[config.mk]
export PLATFORM = sky130hd
export DESIGN_NAME = program_counter_stack
export DESIGN_NICKNAME = d
export VERILOG_FILES = /design/src/rtl/pc_pkg.sv /design/src/rtl/return_stack.sv /design/src/rtl/program_counter_stack.sv
export SDC_FILE = /design/constraint.sdc
export NUM_CORES = 1
export LEC_CHECK = 0
export ABC_AREA = 0
export BUFFER_PORTS_ARGS = -buffer_cell sky130_fd_sc_hd__clkbuf_2
export CORE_MARGIN = 3
export CORE_UTILIZATION = 45
export CTS_CLUSTER_SIZE = 14
export DETAILED_ROUTE_END_ITERATION = 12
export PLACE_DENSITY_LB_ADDON = 0.15
export SLEW_MARGIN = 30
export SYNTH_ARGS = -nofsm -noshare
export SYNTH_HDL_FRONTEND = slang
export SYNTH_HIERARCHICAL = 1
export SYNTH_SLANG_ARGS = --single-unit
[constraint.sdc]
create_clock -name clk -period 3 [get_ports clk]
set_clock_uncertainty 0.15 [all_clocks]
set_input_delay 0.3 -clock clk [delete_from_list [all_inputs] [get_ports clk]]
set_output_delay 0.3 -clock clk [all_outputs]
set_load 0.02 [all_outputs]
[src/rtl/pc_pkg.sv]
// Shared definitions for the program counter with return-address stack.
//   pc_op_t   : the single operation executed in a cycle
//   pc_decode : fixed-priority strobe decode (ret > call > jump > count_en > hold),
//               also reused by the controller for tracing
package pc_pkg;

  localparam int unsigned PC_ADDR_W      = 4;
  localparam int unsigned PC_STACK_DEPTH = 4;

  typedef enum logic [2:0] {
    PC_HOLD,
    PC_INC,
    PC_JUMP,
    PC_CALL,
    PC_RET
  } pc_op_t;

  function automatic pc_op_t pc_decode(input logic ret, input logic call, input logic jump,
                                       input logic count_en);
    if (ret) begin
      return PC_RET;
    end else if (call) begin
      return PC_CALL;
    end else if (jump) begin
      return PC_JUMP;
    end else if (count_en) begin
      return PC_INC;
    end
    return PC_HOLD;
  endfunction

endpackage

[src/rtl/return_stack.sv]
// LIFO return-address stack, single port, one push or one pop per cycle.
//   clk, rst : clock and synchronous active-high reset (clears sp only)
//   push/pop : push din / drop top entry; push when full and pop when empty are ignored
//   din      : value to push
//   dout     : current top entry (undefined while empty)
//   sp       : number of valid entries
//   full     : sp == DEPTH
//   empty    : sp == 0
module return_stack #(
  parameter int unsigned WIDTH = 4,
  parameter int unsigned DEPTH = 4,
  localparam int unsigned SpW  = $clog2(DEPTH + 1)
) (
  input  logic             clk,
  input  logic             rst,
  input  logic             push,
  input  logic             pop,
  input  logic [WIDTH-1:0] din,
  output logic [WIDTH-1:0] dout,
  output logic [SpW-1:0]   sp,
  output logic             full,
  output logic             empty
);

  // Sized to the full sp range so indexing by sp needs no width adaptation;
  // entries at or above DEPTH are never written.
  logic [WIDTH-1:0] mem [2**SpW];
  logic [SpW-1:0]   sp_q;
  logic [SpW-1:0]   top_idx;
  logic             do_push;
  logic             do_pop;

  assign full    = (sp_q == SpW'(DEPTH));
  assign empty   = (sp_q == '0);
  assign do_push = push && !full && !rst;
  assign do_pop  = pop && !empty && !do_push;
  assign top_idx = sp_q - SpW'(1);
  assign dout    = mem[top_idx];
  assign sp      = sp_q;

  always_ff @(posedge clk) begin
    if (rst) begin
      sp_q <= '0;
    end else if (do_push) begin
      sp_q <= sp_q + SpW'(1);
    end else if (do_pop) begin
      sp_q <= sp_q - SpW'(1);
    end
  end

  // Storage is deliberately not reset; only sp defines which entries are valid.
  always_ff @(posedge clk) begin
    if (do_push) begin
      mem[sp_q] <= din;
    end
  end

endmodule

[src/rtl/program_counter_stack.sv]
// Program counter with JUMP/CALL/RET support and a hardware return-address stack.
//   clk, rst    : clock and synchronous active-high reset
//   count_en    : increment PC (mod 2^ADDR_W)
//   jump        : PC <= set_count
//   call        : push PC+1, PC <= set_count (dropped entirely when the stack is full)
//   ret         : PC <= popped return address (no-op when the stack is empty)
//   set_count   : jump/call target
//   count       : registered program address
//   sp          : number of valid stack entries
//   stack_full  : sp == STACK_DEPTH
//   stack_empty : sp == 0
//   overflow    : sticky, call attempted while full
//   underflow   : sticky, ret attempted while empty
module program_counter_stack
  import pc_pkg::*;
#(
  parameter int unsigned ADDR_W      = PC_ADDR_W,
  parameter int unsigned STACK_DEPTH = PC_STACK_DEPTH,
  parameter int unsigned RESET_ADDR  = 0
) (
  input  logic                               clk,
  input  logic                               rst,
  input  logic                               count_en,
  input  logic                               jump,
  input  logic                               call,
  input  logic                               ret,
  input  logic [ADDR_W-1:0]                  set_count,
  output logic [ADDR_W-1:0]                  count,
  output logic [$clog2(STACK_DEPTH+1)-1:0]   sp,
  output logic                               stack_full,
  output logic                               stack_empty,
  output logic                               overflow,
  output logic                               underflow
);

  localparam logic [ADDR_W-1:0] ResetVal = ADDR_W'(RESET_ADDR);

  pc_op_t            op;
  logic [ADDR_W-1:0] count_q;
  logic [ADDR_W-1:0] count_inc;
  logic [ADDR_W-1:0] stack_top;
  logic              push;
  logic              pop;
  logic              overflow_q;
  logic              underflow_q;

  assign op        = pc_decode(ret, call, jump, count_en);
  assign count_inc = count_q + ADDR_W'(1);
  assign push      = (op == PC_CALL) && !stack_full;
  assign pop       = (op == PC_RET) && !stack_empty;

  return_stack #(
    .WIDTH (ADDR_W),
    .DEPTH (STACK_DEPTH)
  ) u_return_stack (
    .clk   (clk),
    .rst   (rst),
    .push  (push),
    .pop   (pop),
    .din   (count_inc),
    .dout  (stack_top),
    .sp    (sp),
    .full  (stack_full),
    .empty (stack_empty)
  );

  always_ff @(posedge clk) begin
    if (rst) begin
      count_q     <= ResetVal;
      overflow_q  <= 1'b0;
      underflow_q <= 1'b0;
    end else begin
      case (op)
        PC_INC:  count_q <= count_inc;
        PC_JUMP: count_q <= set_count;
        PC_CALL: begin
          // A call into a full stack is dropped, including its jump.
          if (stack_full) begin
            overflow_q <= 1'b1;
          end else begin
            count_q <= set_count;
          end
        end
        PC_RET: begin
          if (stack_empty) begin
            underflow_q <= 1'b1;
          end else begin
            count_q <= stack_top;
          end
        end
        default: ;
      endcase
    end
  end

  assign count     = count_q;
  assign overflow  = overflow_q;
  assign underflow = underflow_q;

endmodule

==> metrics.md <==
| Metric | Value |
|---|---|
| Initial core utilization | 47.9% |
| N_diodes | 0 |
| PortBufs | 20 |
| Lkg Pwr | 0.811 nW |
| Initial antenna violation count | 0 |
| Initial DRC Count | 72 |
| CP max stage cell | dfxtp_1 |
| Biggest cell delay along the critical path | 0.43 ns |
| Crit Path Class | flop to flop |
| Total Routing Usage GR | 16.1% |
| Vias in the first global route | 1,221 |
| Clock sink total | 41 |
| Pre-Repair DR Iteration Count | 4 |
| Core ar. | 4090 um^2 |
| Asr flop ratio synth | 0% |
| RePlAce Congestion | 0.773 |
| Layout filler cell count | 356 |
| Crit end category | flop |
| Setup Fix Bufs, Post-CTS | 0 |
| Max Fclk | 361 MHz |
| Area leader, netlist | edfxtp_1 |
| Vias | 1,169 |
| Sequential share of the synthesized area | 58.3% |
| EDFF count, synth | 32 |
| CP Launch Type | flop |
| CTS Buf Count | 5 |
| Pwr dens | 536 nW/um^2 |
| IO Pins | 21 |
| Maximum root-to-sink buffer count | 2 |
| Register area | 1140 um^2 |
| CTS tree | built |
| Max_slew headroom | 54.9% |
| Largest net degree at the start of global routing | 17 |
| Fin crit period | 2.77 ns |
| CTS resizes | 0 |
| Remaining Overflow, GRT | 0 |
| DP HPWL | 2.79 mm |
| Crit-path max FO | 6 |
| Primary FF master, synth | edfxtp_1 |
| Seq cells post-synth | 41 |
| Synth cell count leaders | edfxtp_1, nor2_1, dfxtp_1 |
| CTS Root Cell | clkbuf_8 |
| Worst-path clk slew | 0.08 ns |
| Final Setup Violations | 0 |
| RSZ-0062 raised after global routing | false |
| Hold Vio Cnt, Final | 0 |
| Slew Viols, Final | 0 |
| Die width | 71.9 um |
| Hold crit path type | input pin to flop |
| Crit path DAT | 2.55 ns |
| Design Area, Final | 2190 um^2 |
| Area growth, synth to finish | 11.9% |
| Area share of the largest cell type after synthesis | 49.1% |
| DIE HEIGHT | 71.9 um |
| Slew @ Worst Pin | 0.672 ns |
| MaxCap Viol Count | 0 |
| Outcome | completed |
| Die area | 5170 um^2 |
| Routed WL per cell | 17.6 um |
| First-pass GRT wire length | 6.01 mm |
| CP cell instances | inv_1 -> ha_1 -> and2_1 -> nor3b_1 -> nor2b_1 -> nand3b_1 -> nor3_1 |
| Mapped cell area | 1960 um^2 |
| Distinct cells, synth | 42 |
| Post-route ant nets | 0 |
| Setup TNS | 0 ns |
| Worst EP required | 2.78 ns |
| Syn Inst Count | 135 |
| Worst skew pair latency | 0.29 ns |
| CTS H-tree lvls | 2 |
| Crit share post-route | 92.4% |
| Vias/cell | 5.49 |
| VDD IR max | 0.314 mV |
| Rows | 23 |
| Most frequent cell after synthesis | edfxtp_1 |
| Yosys warning total | 6 |
| Share of layout cells above drive strength 1 | 28.8% |
| DP Area | 2110 um^2 |
| Final net count | 176 |
| Post-Syn Area per Cell | 14.5 um^2 |
| Hold-fix buffers, CTS | 0 |
| Area of the multi-input gates | 747 um^2 |
| Net Count, Synth | 149 |
| Final WL | 3.75 mm |
| Most area-consuming cells after synthesis | edfxtp_1, dfxtp_1, mux4_1 |
| DRC | 0 |
-- report_power, final --
part,internal (mW),switching [mW]
sequential,0.639,0.0110
clock,0.157,0.179
combinational,0.0762,0.112
-- cells in the final DEF (no fill, tap or decap), types with 5 or more instances in the layout --
master / count
mux4_1: 5
dfxtp_1: 9
nor2_1: 10
o21ai_0: 5
clkbuf_8: 5
clkbuf_2: 20
nand2_1: 6
edfxtp_1: 32
mux2_2: 6
inv_1: 6
-- final cells by class --
| type | instances | area share (%) |
|---|---|---|
| sequential | 41 | 52.1 |
| clock inverter | 3 | 0.572 |
| timing repair buffer | 24 | 5.95 |
| tap | 50 | 2.86 |
| multi-input combinational | 83 | 34.1 |
| inverter | 7 | 1.20 |
| clock buffer | 5 | 3.14 |
-- path summary, 6_finish.rpt --
check,from,to,slack (ns),depth (start not counted)
setup reg to reg,u_return_stack/sp[1],u_return_stack/mem[6][0],0.23,7
hold reg to reg,underflow,underflow,0.32,2
hold / removal,rst,count[3],0.21,2
setup / recovery,u_return_stack/sp[1],u_return_stack/mem[6][0],0.23,7
-- routing by layer --
| layer | up-vias | GRT usage [%] | part of all wire, % |
|---|---|---|---|
| met5 | - | 0 | 0 |
| met4 | 0 | 6.26 | 1.7 |
| met3 | 5 | 4.71 | 4.6 |
| met2 | 28 | 26.6 | 49 |
| met1 | 567 | 19.9 | 45 |
| li1 | 569 | - | - |
-- state kept, by name (all words and copies together) (netlist names) --
name / flops
u_return_stack/mem: 32
count: 4
u_return_stack/sp: 3
overflow: 1
underflow: 1
-- worst max-delay path: cells and delay by family (launching register included) --
| family | cells | cell delay, ns |
|---|---|---|
| simple gates | 5 | 1.42 |
| buf+inv | 1 | 0.15 |
| fa+ha+maj | 1 | 0.25 |
| flops | 1 | 0.43 |
-- cell families (layout without fill, tap and decap cells) --
| group | after synthesis | count (layout) | share of synthesized area (%) |
|---|---|---|---|
| AOI/OAI and AO/OA | 22 | 22 | 8.51 |
| xor gates and xnor gates | 4 | 4 | 1.79 |
| adders and majority gates | 4 | 4 | 2.56 |
| buffers and inverters | 11 | 39 | 3.45 |
| DFF | 41 | 41 | 58.3 |
| muxes | 17 | 17 | 15.2 |
| and+or+nand+nor | 36 | 36 | 10.2 |
-- through the flow --
step | util [%] | power [mW] | worst slack, ns | instances | hold WS [ns]
floorplan | - | 0.794 | 0.162 | 135 | 0.219
global placement | 51.6 | 0.849 | 0.380 | 205 | 0.298
detailed placement | 51.6 | 0.852 | 0.280 | 205 | 0.307
CTS | 53.6 | 1.18 | 0.251 | 213 | 0.198
global route | 53.6 | 1.24 | 0.00618 | 213 | 0.209
finish | 53.6 | 1.17 | 0.228 | 213 | 0.208
Note: power is estimated with default switching activity, not from simulation.
